## config.mk

```make
export PLATFORM = sky130hd
export DESIGN_NAME = wb_sequencer_flat
export DESIGN_NICKNAME = d
export VERILOG_FILES = /design/src/rtl/wb_sequencer_pkg.sv /design/src/rtl/wb_sequencer_if.sv /design/src/rtl/wb_sequencer.sv /design/src/flat_wrapper.sv
export SDC_FILE = /design/constraint.sdc
export NUM_CORES = 1
export LEC_CHECK = 0
export ABC_CLOCK_PERIOD_IN_PS = 12150
export CAP_MARGIN = 0
export CELL_PAD_IN_SITES_DETAIL_PLACEMENT = 0
export CELL_PAD_IN_SITES_GLOBAL_PLACEMENT = 1
export CORE_ASPECT_RATIO = 1.75
export CORE_MARGIN = 5
export CORE_UTILIZATION = 38
export DETAILED_ROUTE_END_ITERATION = 10
export GPL_TIMING_DRIVEN = 0
export PLACE_DENSITY_LB_ADDON = 0.1
export SYNTH_ARGS = -nofsm -noshare
export SYNTH_HDL_FRONTEND = slang
export SYNTH_SLANG_ARGS = --single-unit
```

## constraint.sdc

```tcl
create_clock -name clk -period 12.15 [get_ports clk]
set_input_delay 2.43 -clock clk [delete_from_list [all_inputs] [get_ports clk]]
set_output_delay 2.43 -clock clk [all_outputs]
set_load 0.01 [all_outputs]
```

## src/rtl/wb_sequencer_pkg.sv

```systemverilog
// Shared definitions for the writeback sequencer: state encoding, register
// indices and the write-port filter, which the hazard unit can reuse.
package wb_sequencer_pkg;

    localparam int DW_DEF   = 32;
    localparam int AW_DEF   = 5;
    localparam int REG_ZERO = 0;
    localparam int REG_PC   = 30;

    typedef enum logic [1:0] {
        IDLE = 2'd0,
        PRI  = 2'd1,
        SEC  = 2'd2
    } wb_state_t;

    // True when a write to dest may reach the register file.
    function automatic logic wb_dest_ok(input int unsigned dest,
                                        input int unsigned pc_reg);
        return (dest != REG_ZERO) && (dest != pc_reg);
    endfunction

endpackage

```

## src/rtl/wb_sequencer_if.sv

```systemverilog
// MEM-to-WB bus of the writeback sequencer, including the register-file write
// port, the retired counter and the bypass outputs.
interface wb_sequencer_if
    import wb_sequencer_pkg::*;
#(
    parameter int DW = DW_DEF,
    parameter int AW = AW_DEF
);
    logic          mem_valid;
    logic          mem_wr_en;
    logic          mem_is_load;
    logic [AW-1:0] mem_rd;
    logic [DW-1:0] mem_result;
    logic [DW-1:0] mem_load_data;
    logic          mem_has_second;
    logic [AW-1:0] mem_rd2;
    logic [DW-1:0] mem_data2;

    logic          stall_mem;
    logic [AW-1:0] R_dest;
    logic [DW-1:0] WBData;
    logic          WR;
    logic [31:0]   retired;
    logic          fwd_valid;
    logic [AW-1:0] fwd_dest;
    logic [DW-1:0] fwd_data;

    // MEM stage side.
    modport master (
        output mem_valid, mem_wr_en, mem_is_load, mem_rd, mem_result,
               mem_load_data, mem_has_second, mem_rd2, mem_data2,
        input  stall_mem, R_dest, WBData, WR, retired,
               fwd_valid, fwd_dest, fwd_data
    );

    // Writeback sequencer side.
    modport slave (
        input  mem_valid, mem_wr_en, mem_is_load, mem_rd, mem_result,
               mem_load_data, mem_has_second, mem_rd2, mem_data2,
        output stall_mem, R_dest, WBData, WR, retired,
               fwd_valid, fwd_dest, fwd_data
    );
endinterface

```

## src/rtl/wb_sequencer.sv

```systemverilog
// Writeback sequencer: drives the single register-file write port, splitting
// dual-write instructions over two cycles. Optional bypass outputs: WB_FWD_EN.
module wb_sequencer
    import wb_sequencer_pkg::*;
#(
    parameter int DW     = DW_DEF,
    parameter int AW     = AW_DEF,
    parameter int PC_REG = REG_PC
) (
    input  logic           clk,
    input  logic           reset,
    wb_sequencer_if.slave  bus
);

    wb_state_t     r_state;
    wb_state_t     w_next_state;

    logic          r_wr_en;
    logic          r_is_load;
    logic [AW-1:0] r_rd;
    logic [DW-1:0] r_result;
    logic [DW-1:0] r_load_data;
    logic          r_has_second;
    logic [AW-1:0] r_rd2;
    logic [DW-1:0] r_data2;
    logic [31:0]   r_retired;

    logic          w_stall;
    logic          w_accept;
    logic          w_retire;
    logic          w_wr;
    logic [AW-1:0] w_dest;
    logic [DW-1:0] w_data;

    assign w_stall  = (r_state == PRI) && r_has_second;
    assign w_accept = bus.mem_valid && !w_stall;
    assign w_retire = ((r_state == PRI) && !r_has_second) || (r_state == SEC);

    always_comb begin
        // NOTE: every combinational output gets a default first so no path infers a latch.
        w_next_state = r_state;
        case (r_state)
            IDLE:    w_next_state = w_accept ? PRI : IDLE;
            PRI:     if (r_has_second) w_next_state = SEC;
                     else              w_next_state = w_accept ? PRI : IDLE;
            SEC:     w_next_state = w_accept ? PRI : IDLE;
            default: w_next_state = IDLE;
        endcase
    end

    always_comb begin
        w_wr   = 1'b0;
        w_dest = '0;
        w_data = '0;
        case (r_state)
            PRI: begin
                w_dest = r_rd;
                w_data = r_is_load ? r_load_data : r_result;
                w_wr   = r_wr_en && wb_dest_ok(32'(r_rd), PC_REG);
            end
            SEC: begin
                w_dest = r_rd2;
                w_data = r_data2;
                w_wr   = wb_dest_ok(32'(r_rd2), PC_REG);
            end
            default: ;
        endcase
    end

    always_ff @(posedge clk) begin
        // NOTE: sequential state uses non-blocking assignments so every flop samples pre-edge values.
        if (reset) begin
            r_state   <= IDLE;
            r_retired <= '0;
        end else begin
            r_state <= w_next_state;
            if (w_retire) r_retired <= r_retired + 32'd1;
        end
    end

    // NOTE: the latched instruction is not reset; the port is gated by state, so stale contents never reach it.
    always_ff @(posedge clk) begin
        if (w_accept) begin
            r_wr_en      <= bus.mem_wr_en;
            r_is_load    <= bus.mem_is_load;
            r_rd         <= bus.mem_rd;
            r_result     <= bus.mem_result;
            r_load_data  <= bus.mem_load_data;
            r_has_second <= bus.mem_has_second;
            r_rd2        <= bus.mem_rd2;
            r_data2      <= bus.mem_data2;
        end
    end

    assign bus.stall_mem = w_stall;
    assign bus.WR        = w_wr;
    assign bus.R_dest    = w_dest;
    assign bus.WBData    = w_data;
    assign bus.retired   = r_retired;

`ifdef WB_FWD_EN
    assign bus.fwd_valid = w_wr;
    assign bus.fwd_dest  = w_dest;
    assign bus.fwd_data  = w_data;
`else
    assign bus.fwd_valid = 1'b0;
    assign bus.fwd_dest  = '0;
    assign bus.fwd_data  = '0;
`endif

endmodule

```

## src/flat_wrapper.sv

```systemverilog
// flat-port wrapper written by rule: the top's interface ports become plain ports
module wb_sequencer_flat import wb_sequencer_pkg::*;
#(
    parameter int DW     = DW_DEF,
    parameter int AW     = AW_DEF,
    parameter int PC_REG = REG_PC
)
  (clk, reset, bus_mem_valid, bus_mem_wr_en, bus_mem_is_load, bus_mem_rd, bus_mem_result, bus_mem_load_data, bus_mem_has_second, bus_mem_rd2, bus_mem_data2, bus_stall_mem, bus_R_dest, bus_WBData, bus_WR, bus_retired, bus_fwd_valid, bus_fwd_dest, bus_fwd_data);
  wb_sequencer_if #(.DW(DW), .AW(AW)) bus_i ();
  input  logic clk;
  input  logic reset;
  input wire logic [$bits(bus_i.mem_valid)-1:0] bus_mem_valid;
  input wire logic [$bits(bus_i.mem_wr_en)-1:0] bus_mem_wr_en;
  input wire logic [$bits(bus_i.mem_is_load)-1:0] bus_mem_is_load;
  input wire logic [$bits(bus_i.mem_rd)-1:0] bus_mem_rd;
  input wire logic [$bits(bus_i.mem_result)-1:0] bus_mem_result;
  input wire logic [$bits(bus_i.mem_load_data)-1:0] bus_mem_load_data;
  input wire logic [$bits(bus_i.mem_has_second)-1:0] bus_mem_has_second;
  input wire logic [$bits(bus_i.mem_rd2)-1:0] bus_mem_rd2;
  input wire logic [$bits(bus_i.mem_data2)-1:0] bus_mem_data2;
  output wire logic [$bits(bus_i.stall_mem)-1:0] bus_stall_mem;
  output wire logic [$bits(bus_i.R_dest)-1:0] bus_R_dest;
  output wire logic [$bits(bus_i.WBData)-1:0] bus_WBData;
  output wire logic [$bits(bus_i.WR)-1:0] bus_WR;
  output wire logic [$bits(bus_i.retired)-1:0] bus_retired;
  output wire logic [$bits(bus_i.fwd_valid)-1:0] bus_fwd_valid;
  output wire logic [$bits(bus_i.fwd_dest)-1:0] bus_fwd_dest;
  output wire logic [$bits(bus_i.fwd_data)-1:0] bus_fwd_data;
  assign bus_i.mem_valid = bus_mem_valid;
  assign bus_i.mem_wr_en = bus_mem_wr_en;
  assign bus_i.mem_is_load = bus_mem_is_load;
  assign bus_i.mem_rd = bus_mem_rd;
  assign bus_i.mem_result = bus_mem_result;
  assign bus_i.mem_load_data = bus_mem_load_data;
  assign bus_i.mem_has_second = bus_mem_has_second;
  assign bus_i.mem_rd2 = bus_mem_rd2;
  assign bus_i.mem_data2 = bus_mem_data2;
  assign bus_stall_mem = bus_i.stall_mem;
  assign bus_R_dest = bus_i.R_dest;
  assign bus_WBData = bus_i.WBData;
  assign bus_WR = bus_i.WR;
  assign bus_retired = bus_i.retired;
  assign bus_fwd_valid = bus_i.fwd_valid;
  assign bus_fwd_dest = bus_i.fwd_dest;
  assign bus_fwd_data = bus_i.fwd_data;
  wb_sequencer #(.DW(DW), .AW(AW), .PC_REG(PC_REG)) u_core (.clk(clk), .reset(reset), .bus(bus_i));
endmodule
```

==> flow_summary_export.csv <==
group,metric,value,unit
outcome,status,"completed",
logic_synthesis,async_reset_ff_share,0,%
worst_setup_path,crit_fanout,10,
timing,rsz0062_at_grt,"no",
routing,avgRoutedWirePerCell,17.0,µm
placed_design,hpwl,12400,µm
clock_network,cts.sinks,143,
global_routing,grt_max_degree,60,
logic_synthesis,syn_area,6270,µm²
finish,layout_commonest_cell,"clkdlybuf4s50_1",
global_routing,track_usage,17.0,%
timing,setup_slack,6860,ps
power_and_ir_drop,power_density,128,nW/µm²
clock_network,clock_latency,410,ps
timing,hold_viol_final,0,
clock_network,numCtsBuffers,17,
logic_synthesis,ys_warn_count,0,
worst_setup_path,cp-end-kind,"output port",
logic_synthesis,ys_types,40,
logic_synthesis,muxShareOfSynthArea,6.46,%
logic_synthesis,synthXorXnorAreaFrac,0.698,%
logic_synthesis,avgSynthCellArea,13.2,µm²
timing,finalSetupTns,0,ps
placed_design,portBuffers,182,
global_routing,grt_antenna_before_repair,3,
min_path,hp-class,"register to register",
clock_network,cts_tree,"done",
floorplan,dieArea,19300,µm²
job,maxCapViolCount,0,
global_routing,grt_pass1_vias,4937,
placed_design,post-place-ws,7250,ps
finish,multi_input_area,2010,µm²
worst_setup_path,worst_ep_arrival_time,2860,ps
finish,drive_above_1_share,16.5,%
power_and_ir_drop,p_leak,0.00313,µW
floorplan,fp.coreArea,16400,µm²
timing,hold_slack,501,ps
routing,drt_wl_total,16300,µm
timing,max_freq,189,MHz
clock_network,htreeDepth,4,
routing,drtAntennaViolNets,0,
worst_setup_path,reg2reg_slack,9650,ps
global_routing,grt_pass1_wl,25600,µm
floorplan,io_pins,221,
floorplan,die_y,180,µm
timing,finalCriticalPeriod,5290,ps
clock_network,path_clk_slew,60,ps
timing,relSlewSlack,46.0,%
logic_synthesis,synth-compound-area-share,10.1,%
timing,tightest_slew,810,ps
finish,seqCellArea,3950,µm²
logic_synthesis,synthCells,477,
routing,drtIter0Drc,178,
routing,drcViolationCount,0,
logic_synthesis,synth_top_family_by_area,"simple AND/OR/NAND/NOR gates",
logic_synthesis,synth_edf_count,109,
power_and_ir_drop,irDropWorstVdd,86.2,µV
routing,dr.pass1.iters,4,
finish,final_net_count,833,
clock_network,cts_resized,0,
timing,setup_violations,0,
clock_network,postCtsSetupBuffers,0,
worst_setup_path,critical_path_required,9720,ps
finish,fill_cells,1423,
worst_setup_path,path_class,"register to output port",
clock_network,clockRootBuffer,"clkbuf_16",
logic_synthesis,seq_area_frac_synth,63.0,%
routing,detail_route.vias_per_cell,4.76,
logic_synthesis,ys_ff_latch,143,
timing,final_max_slew_viol_count,0,
logic_synthesis,synthSimpleGateAreaFrac,11.4,%
logic_synthesis,synthFlopType,"edfxtp_1",
logic_synthesis,synthAdderAreaFrac,0.997,%
timing,finClkSkew,10.6,ps
clock_network,holdBufCountCts,0,
floorplan,rows,62,
finish,syn_to_final_growth,45.3,%
floorplan,start_util,38.3,%
worst_setup_path,start_kind,"register",
placed_design,gp_congestion,0.846,
finish,layout_common_cells,"clkdlybuf4s50_1, edfxtp_1, nor2b_1",
clock_network,clockBufferDepth,2,
global_routing,grt_overflow,0,
floorplan,die_width,107,µm
routing,vias,4547,
timing,period_share,43.5,%
[logic make-up (layout without fill, tap and decap cells)]
kind of cell,count (synthesis),count (layout)
XOR/XNOR,5,5
flip-flops,143,143
adder cells (fa/ha/maj),5,5
buffers and inverters,74,289
other,1,41
AO/OA/AOI/OAI,94,94
AND/OR/NAND/NOR,119,119
multiplexers,36,36
[critical path, cell delays in order (launching register included)]
cell and delay, ps:
dfxtp_1 330, inv_1 80, ha_1 210, clkbuf_1 390
buf_1 510, a22oi_1 180, nor2b_1 150, clkdlybuf4s50_1 600
[cell usage after synthesis, drive strengths merged (5+ instances only)]
cell	count	area, µm²
o21ai	13	65.1
or3	11	70.1
inv	9	33.8
mux2	36	405
a22oi	37	278
edfxtp	109	3270
nand3	8	40.0
a21oi	23	115
clkbuf	14	52.6
o31ai	13	97.6
nand4	7	50.1
buf	51	367
nor2	11	41.3
dfxtp	34	681
nor2b	42	263
nand2	11	41.3
ha	5	62.6
or4	16	125
[routing by layer]
layer	vias up	global-route usage [%]	wire, µm
met4	0	6.09	316
met2	157	32.7	9220
met3	17	5.35	1110
met5	-	0	0
met1	2162	16.5	5620
li1	2211	-	-
[final cells by class]
class                   count  area share (%)
flip-flops and latches    143            43.4
clock inverters            15            1.55
well taps                 224            3.07
repair buffers            183            20.3
diodes                      3          0.0823
multi-input cells         297            22.0
plain buffers              65            4.60
inverters                   9           0.370
clock buffers              17            4.66
[stage by stage]
stage / total power (µW) / utilization [%] / cells / instance area [µm²]
detailed placement: 684 / 52.2 / 921 / 8550
CTS: 1190 / 55.7 / 953 / 9110
global placement: 682 / 52.0 / 920 / 8520
finish: 1170 / 55.7 / 956 / 9120
global route: 1210 / 55.7 / 956 / 9120
floorplan: 626 / - / 514 / 6410
[power breakdown]
group | switching [µW] | total, µW | internal (µW)
Sequential | 7.17 | 561 | 554
Combinational | 46.9 | 112 | 65.0
Clock | 225 | 497 | 272
Total | 279 | 1170 | 891
[sequential cells by signal (all words and copies together), names as in the netlist]
signal,flops
u_core.bus.retired,32
u_core.r_data2,32
u_core.r_load_data,32
u_core.r_result,32
u_core.r_rd2,5
u_core.r_rd,5
u_core.r_state,2
u_core.r_has_second,1
u_core.r_is_load,1
u_core.r_wr_en,1
[worst paths after layout]
check	startpoint	to	cells after the start
max	u_core.r_state[0]$_SDFF_PP0_	bus_WBData[27]	7
min	u_core.bus.retired[1]$_SDFFE_PP0P_	u_core.bus.retired[1]$_SDFFE_PP0P_	2
max reg2reg	u_core.r_state[1]$_SDFF_PP0_	u_core.r_data2[4]$_DFFE_PP_	6
min reg2reg	u_core.bus.retired[1]$_SDFFE_PP0P_	u_core.bus.retired[1]$_SDFFE_PP0P_	2
(Power assumes the default switching activity.)
